<file path="src/rtl/alu_pkg.sv">
// -----------------------------------------------------------------------------
// alu_pkg
// Shared definitions for the ALU logical datapath:
//   lu_op_e     - 3-bit LogicalUnit select codes
//   seq_state_e - logic_op_sequencer FSM state encoding
// -----------------------------------------------------------------------------
package alu_pkg;

   localparam int OP_W = 3;

   typedef enum logic [OP_W-1:0] {
      OP_AND   = 3'd0,
      OP_OR    = 3'd1,
      OP_XOR   = 3'd2,
      OP_NAND  = 3'd3,
      OP_NOR   = 3'd4,
      OP_XNOR  = 3'd5,
      OP_NOTA  = 3'd6,
      OP_PASSB = 3'd7
   } lu_op_e;

   typedef enum logic [1:0] {
      IDLE    = 2'd0,
      ISSUE   = 2'd1,
      CAPTURE = 2'd2,
      RESP    = 2'd3
   } seq_state_e;

endpackage

</file>
<file path="src/rtl/operand_regfile.sv">
// -----------------------------------------------------------------------------
// operand_regfile
// NREGS x W operand register file, two combinational read ports, one write port.
// Ports:
//   clk, rst_n         - clock, async active-low reset (clears every entry)
//   we, waddr, wdata   - write port, committed on the rising edge
//   raddr_a / rdata_a  - read port A (combinational)
//   raddr_b / rdata_b  - read port B (combinational)
// -----------------------------------------------------------------------------
module operand_regfile #(
   parameter  int NREGS = 4,
   parameter  int W     = 8,
   localparam int AW    = $clog2(NREGS)
) (
   input  logic          clk,
   input  logic          rst_n,
   input  logic          we,
   input  logic [AW-1:0] waddr,
   input  logic [W-1:0]  wdata,
   input  logic [AW-1:0] raddr_a,
   output logic [W-1:0]  rdata_a,
   input  logic [AW-1:0] raddr_b,
   output logic [W-1:0]  rdata_b
);

   logic [W-1:0] mem [NREGS];

   // NOTE: this array is built from flops, not a RAM macro, so it can and must
   // be cleared by the async reset; a real RAM would have no reset port.
   always_ff @(posedge clk or negedge rst_n) begin
      if (!rst_n) begin
         for (int i = 0; i < NREGS; i++) begin
            mem[i] <= '0;
         end
      end else if (we) begin
         mem[waddr] <= wdata;
      end
   end

   assign rdata_a = mem[raddr_a];
   assign rdata_b = mem[raddr_b];

endmodule

</file>
<file path="src/rtl/logic_op_sequencer.sv">
// -----------------------------------------------------------------------------
// logic_op_sequencer
// Drives an external combinational LogicalUnit as a clocked peer. A command
// (op, src_a, src_b, dst) is accepted in IDLE. Operands are issued from the
// register file in ISSUE. The LogicalUnit output is captured and written back
// in CAPTURE. The result and its flags are offered in RESP until consumed.
// Ports:
//   clk, rst_n                         - clock, async active-low reset
//   reg_wr_en/addr/data                - register preload (honoured in IDLE only)
//   cmd_valid/ready, cmd_op/src_a/src_b/dst - command handshake
//   lu_a, lu_b, lu_sel / lu_out        - to / from the LogicalUnit
//   rsp_valid/ready, rsp_data/zero/parity - response handshake
// -----------------------------------------------------------------------------
module logic_op_sequencer
   import alu_pkg::*;
#(
   parameter  int NREGS = 4,
   parameter  int W     = 8,
   localparam int AW    = $clog2(NREGS)
) (
   input  logic            clk,
   input  logic            rst_n,
   input  logic            reg_wr_en,
   input  logic [AW-1:0]   reg_wr_addr,
   input  logic [W-1:0]    reg_wr_data,
   input  logic            cmd_valid,
   output logic            cmd_ready,
   input  logic [OP_W-1:0] cmd_op,
   input  logic [AW-1:0]   cmd_src_a,
   input  logic [AW-1:0]   cmd_src_b,
   input  logic [AW-1:0]   cmd_dst,
   output logic [W-1:0]    lu_a,
   output logic [W-1:0]    lu_b,
   output logic [OP_W-1:0] lu_sel,
   input  logic [W-1:0]    lu_out,
   output logic            rsp_valid,
   input  logic            rsp_ready,
   output logic [W-1:0]    rsp_data,
   output logic            rsp_zero,
   output logic            rsp_parity
);

   seq_state_e    state, state_nxt;
   lu_op_e        op_q;
   logic [AW-1:0] src_a_q, src_b_q, dst_q;

   logic          rf_we;
   logic [AW-1:0] rf_waddr;
   logic [W-1:0]  rf_wdata, rf_rdata_a, rf_rdata_b;

   // ---------------------------------------------------------------------------
   // Next state, handshake outputs and the register-file write mux.
   // NOTE: every signal driven here gets a default before the case statement,
   // so no path leaves one unassigned and no latch is inferred.
   // ---------------------------------------------------------------------------
   always_comb begin
      state_nxt = state;
      cmd_ready = 1'b0;
      rsp_valid = 1'b0;
      rf_we     = 1'b0;
      rf_waddr  = reg_wr_addr;
      rf_wdata  = reg_wr_data;
      case (state)
         IDLE: begin
            cmd_ready = 1'b1;
            rf_we     = reg_wr_en;   // preload is legal only while idle
            if (cmd_valid) state_nxt = ISSUE;
         end
         ISSUE: begin
            state_nxt = CAPTURE;
         end
         CAPTURE: begin
            // write-back lands before the next IDLE, so a following command
            // reading dst sees the fresh value
            rf_we     = 1'b1;
            rf_waddr  = dst_q;
            rf_wdata  = lu_out;
            state_nxt = RESP;
         end
         RESP: begin
            rsp_valid = 1'b1;
            if (rsp_ready) state_nxt = IDLE;
         end
         default: begin
            state_nxt = IDLE;
         end
      endcase
   end

   // NOTE: all clocked state uses non-blocking assignments so every flop
   // samples pre-edge values regardless of block ordering.
   always_ff @(posedge clk or negedge rst_n) begin
      if (!rst_n) state <= IDLE;
      else        state <= state_nxt;
   end

   // Command fields are latched on the accept edge
   always_ff @(posedge clk or negedge rst_n) begin
      if (!rst_n) begin
         op_q    <= OP_AND;
         src_a_q <= '0;
         src_b_q <= '0;
         dst_q   <= '0;
      end else if (state == IDLE && cmd_valid) begin
         op_q    <= lu_op_e'(cmd_op);
         src_a_q <= cmd_src_a;
         src_b_q <= cmd_src_b;
         dst_q   <= cmd_dst;
      end
   end

   // LogicalUnit inputs change only in ISSUE, keeping lu_out steady afterwards
   always_ff @(posedge clk or negedge rst_n) begin
      if (!rst_n) begin
         lu_a   <= '0;
         lu_b   <= '0;
         lu_sel <= '0;
      end else if (state == ISSUE) begin
         lu_a   <= rf_rdata_a;
         lu_b   <= rf_rdata_b;
         lu_sel <= op_q;
      end
   end

   // Result and flags are captured once and held through RESP
   always_ff @(posedge clk or negedge rst_n) begin
      if (!rst_n) begin
         rsp_data   <= '0;
         rsp_zero   <= 1'b0;
         rsp_parity <= 1'b0;
      end else if (state == CAPTURE) begin
         rsp_data   <= lu_out;
         rsp_zero   <= (lu_out == '0);
         rsp_parity <= ^lu_out;
      end
   end

   operand_regfile #(
      .NREGS (NREGS),
      .W     (W)
   ) u_regfile (
      .clk     (clk),
      .rst_n   (rst_n),
      .we      (rf_we),
      .waddr   (rf_waddr),
      .wdata   (rf_wdata),
      .raddr_a (src_a_q),
      .rdata_a (rf_rdata_a),
      .raddr_b (src_b_q),
      .rdata_b (rf_rdata_b)
   );

endmodule

</file>
<file path="config.mk">
export PLATFORM = sky130hd
export DESIGN_NAME = logic_op_sequencer
export DESIGN_NICKNAME = d
export VERILOG_FILES = /design/src/rtl/alu_pkg.sv /design/src/rtl/operand_regfile.sv /design/src/rtl/logic_op_sequencer.sv
export SDC_FILE = /design/constraint.sdc
export NUM_CORES = 1
export LEC_CHECK = 0
export ABC_AREA = 1
export ABC_CLOCK_PERIOD_IN_PS = 1880
export CORE_MARGIN = 8
export CORE_UTILIZATION = 36
export DETAILED_ROUTE_END_ITERATION = 12
export GPL_TIMING_DRIVEN = 0
export SLEW_MARGIN = 20
export SYNTH_ARGS = -nofsm -noshare
export SYNTH_HDL_FRONTEND = slang
export SYNTH_SLANG_ARGS = --single-unit
</file>
<file path="constraint.sdc">
create_clock -name clk -period 1.88 [get_ports clk]
set_input_delay 0.282 -clock clk [delete_from_list [all_inputs] [get_ports clk]]
set_output_delay 0.282 -clock clk [all_outputs]
set_load 0.005 [all_outputs]
</file>
==> flow_metrics.tcl <==
set metrics [dict create \
    slew_headroom_pct 69.39 \
    wl_microns 10730 \
    ant_nets 0 \
    netlist_top_cells_count "232 x nand2_1, 72 x dfrtp_1, 66 x nand3_1, 55 x inv_1, 11 x o21ai_0" \
    setup_viol_count_final 0 \
    p_per_area_nw_per_um2 1725 \
    syn_area_sq_um 3911 \
    worst_slew_pin_slew_ns 0.4561 \
    synth_top_area_share_pct 46.07 \
    place_congestion 0.8812 \
    clock_skew_ns 0.005857 \
    cts_buffers 9 \
    status "finished, final reports clean" \
    grt_max_degree 58 \
    finalHoldViolCount 0 \
    synth_top_area_cell "dfrtp_1" \
    p_leak_uw 0.002662 \
    vias_per_cell 4.746 \
    route.detailed.drc 0 \
    portBuffers 62 \
    async_reset_ff_share_pct 100.0 \
    dpl-instance-area_sq_um 4732 \
    maxSlewViolCount 0 \
    antenna_found_initial 0 \
    core_area_sq_um 10700 \
    worstReg2RegEnd "u_regfile.mem[2]$_DFFE_PN0P_" \
    first_pass_iters 4 \
    yosys_warnings 0 \
    reg2reg_depth 9 \
    clkTransAtPathRegs_ns 0.09 \
    critPathLaunchType "flop" \
    hp-class "in -> async" \
    clock_latency_ns 0.36 \
    avgSynthCellArea_sq_um 7.493 \
    vias 3536 \
    ios 63 \
    drtIter0Drc 178 \
    dieArea_sq_um 14460 \
    cp.required_ns 2.18 \
    synth_edf_count 0 \
    dp_slack_ns -0.002829 \
    crit_path_top_delay_cell "dfrtp_1" \
    cpPeakStageDelay_ns 0.41 \
    synthFlopType "dfrtp_1" \
    h-tree-depth 3 \
    cp_cell_sequence "buf_4 > ha_1 > inv_2 > buf_6 > buf_4 > nand2_1 > o21ai_1 > nand3_1 > nand2_1" \
    die_w_microns 120.2 \
    synth_area_leaders "dfrtp_1 46%, nand2_1 22%, nand3_1 8.4%, inv_1 5.3%, ha_1 3.2%" \
    grt_pass1_wl_microns 17710 \
    period_needed_ns 1.819 \
    layout.nets 642 \
    synth_nets 564 \
    start_util_pct 36.56 \
    synthCells 522 \
    cts_tree "yes" \
    ys_seq_area_share_pct 46.07 \
    yosys_register_bits 72 \
    rows 38 \
    grt_pass1_vias 3608 \
    maxCapViolCount 0 \
    place_hpwl_microns 8149 \
    layout_setup_ws_ns 0.06086 \
    crit_arrival_ns 2.12 \
    rsz0062_at_grt "yes" \
    yosysMostFrequentCell "nand2_1" \
    die_h_microns 120.2 \
    clock_path_buffers 2 \
    r2r_setup_slack_ns 0.06 \
    antenna_cells 0 \
    vdd.ir_drop.worst_v 0.0006135 \
    fillers 1094 \
    grt_overflow 0 \
    rr_startpoint "state[1]$_DFFE_PN0P_" \
    wl_per_cell_microns 14.40 \
    grt.total_usage_pct 15.41 \
    clockRootBuffer "clkbuf_8" \
    fmax_ghz 0.5497 \
    crit_path_end_kind "flop" \
    final_area_sq_um 4987 \
    min_period_over_period_pct 96.76 \
    cp_max_fo 10 \
    cts_sinks 72 \
    synth_cell_types 25 \
    syn_to_final_growth_pct 27.51 \
    crit_type "reg -> reg" \
    layout-drive-gt1-share_pct 10.58 \
    fin_setup_tns_ns 0 \
]
cell usage in the layout, fill, tap and decap left out, types with 8 or more instances in the layout:
cell and n:
nand2_1 231, o21ai_0 11, inv_1 53, nand3_1 66
dfrtp_1 72, buf_2 9, clkdlybuf4s50_1 59, o21bai_1 8
clkbuf_8 9, nor2_1 9, ha_1 9
what timing repair did:
item	CTS	global route
hold buffers	1	0
gates resized for setup	6	5
endpoints found under the setup margin	4	31
buffers inserted	3	0
pin swaps	0	0
cloned	0	0
endpoints found under the hold margin	15	0
state kept, by name, summed over array words and instances, names as in the netlist:
signal         flops
u_regfile.mem     32
lu_a               8
lu_b               8
rsp_data           8
lu_sel             3
op_q               3
dst_q              2
src_a_q            2
src_b_q            2
state              2
rsp_parity         1
rsp_zero           1
kinds of logic (layout without fill, tap and decap cells):
kind of cell,count (synthesis),after routing,synth area share (%)
buffers and inverters,81,164,8.989
flip-flops,72,72,46.07
multiplexers,3,3,0.8637
adder cells (fa/ha/maj),10,10,3.199
AND/OR/NAND/NOR,322,322,35.80
AO/OA/AOI/OAI,34,34,5.087
worst max path at each step:
stage                         start                            end  slack (ns)  cells past startpoint
2_1_floorplan  state[0]$_DFFE_PN0P_  u_regfile.mem[10]$_DFFE_PN0P_        0.33                     10
3_3_place_gp                  rst_n          lu_sel[1]$_DFFE_PN0N_       -1.99                      1
3_5_place_dp   state[0]$_DFFE_PN0P_  u_regfile.mem[27]$_DFFE_PN0P_      -0.003                      9
4_1_cts        state[0]$_DFFE_PN0P_                      rsp_valid        0.01                      3
5_1_grt        state[1]$_DFFE_PN0P_  u_regfile.mem[18]$_DFFE_PN0P_       -0.07                      9
6_report       state[1]$_DFFE_PN0P_   u_regfile.mem[2]$_DFFE_PN0P_        0.06                      9
per-layer routing:
layer  share of wire [%]  GRT usage, %  vias up
met1                  45         19.19     1677
li1                    -             -     1770
met5                   0             0        -
met2                  48         25.53       72
met3                 4.4         3.077       17
met4                 2.4         6.714        0
final cells by class:
class,count,area (sq um),area share [%]
sequential,72,1802,36.13
multi-input combinational,369,1774,35.57
timing repair buffer,67,679.4,13.62
inverter,62,235.2,4.717
tap,140,175.2,3.512
clock buffer,9,123.9,2.484
buffer,19,117.6,2.358
clock inverter,7,80.08,1.606
power by group:
group,internal [uW],switching (uW),total (uW)
clock network,626,657,1280
logic,1870,2840,4700
registers,2270,346,2620
total,4760,3840,8600
critical path: cells and delay by family, from the launching register on:
kind,cells,cell delay [ns]
adder cells (fa/ha/maj),1,0.24
AO/OA/AOI/OAI,1,0.25
flip-flops,1,0.41
AND/OR/NAND/NOR,3,0.27
buffers and inverters,4,0.58
stage by stage:
step	utilization [%]	power, uW	hold slack (ns)	std cells
4_1_cts	46.53	8669	0.3344	745
3_3_place_gp	44.00	7187	0.4584	724
2_1_floorplan	-	5603	-0.01359	522
6_report	46.62	8602	0.3318	745
3_5_place_dp	44.23	7296	0.1678	725
5_1_grt	46.62	9357	0.3592	745
No activity file was read; power rests on OpenSTA's default activity.
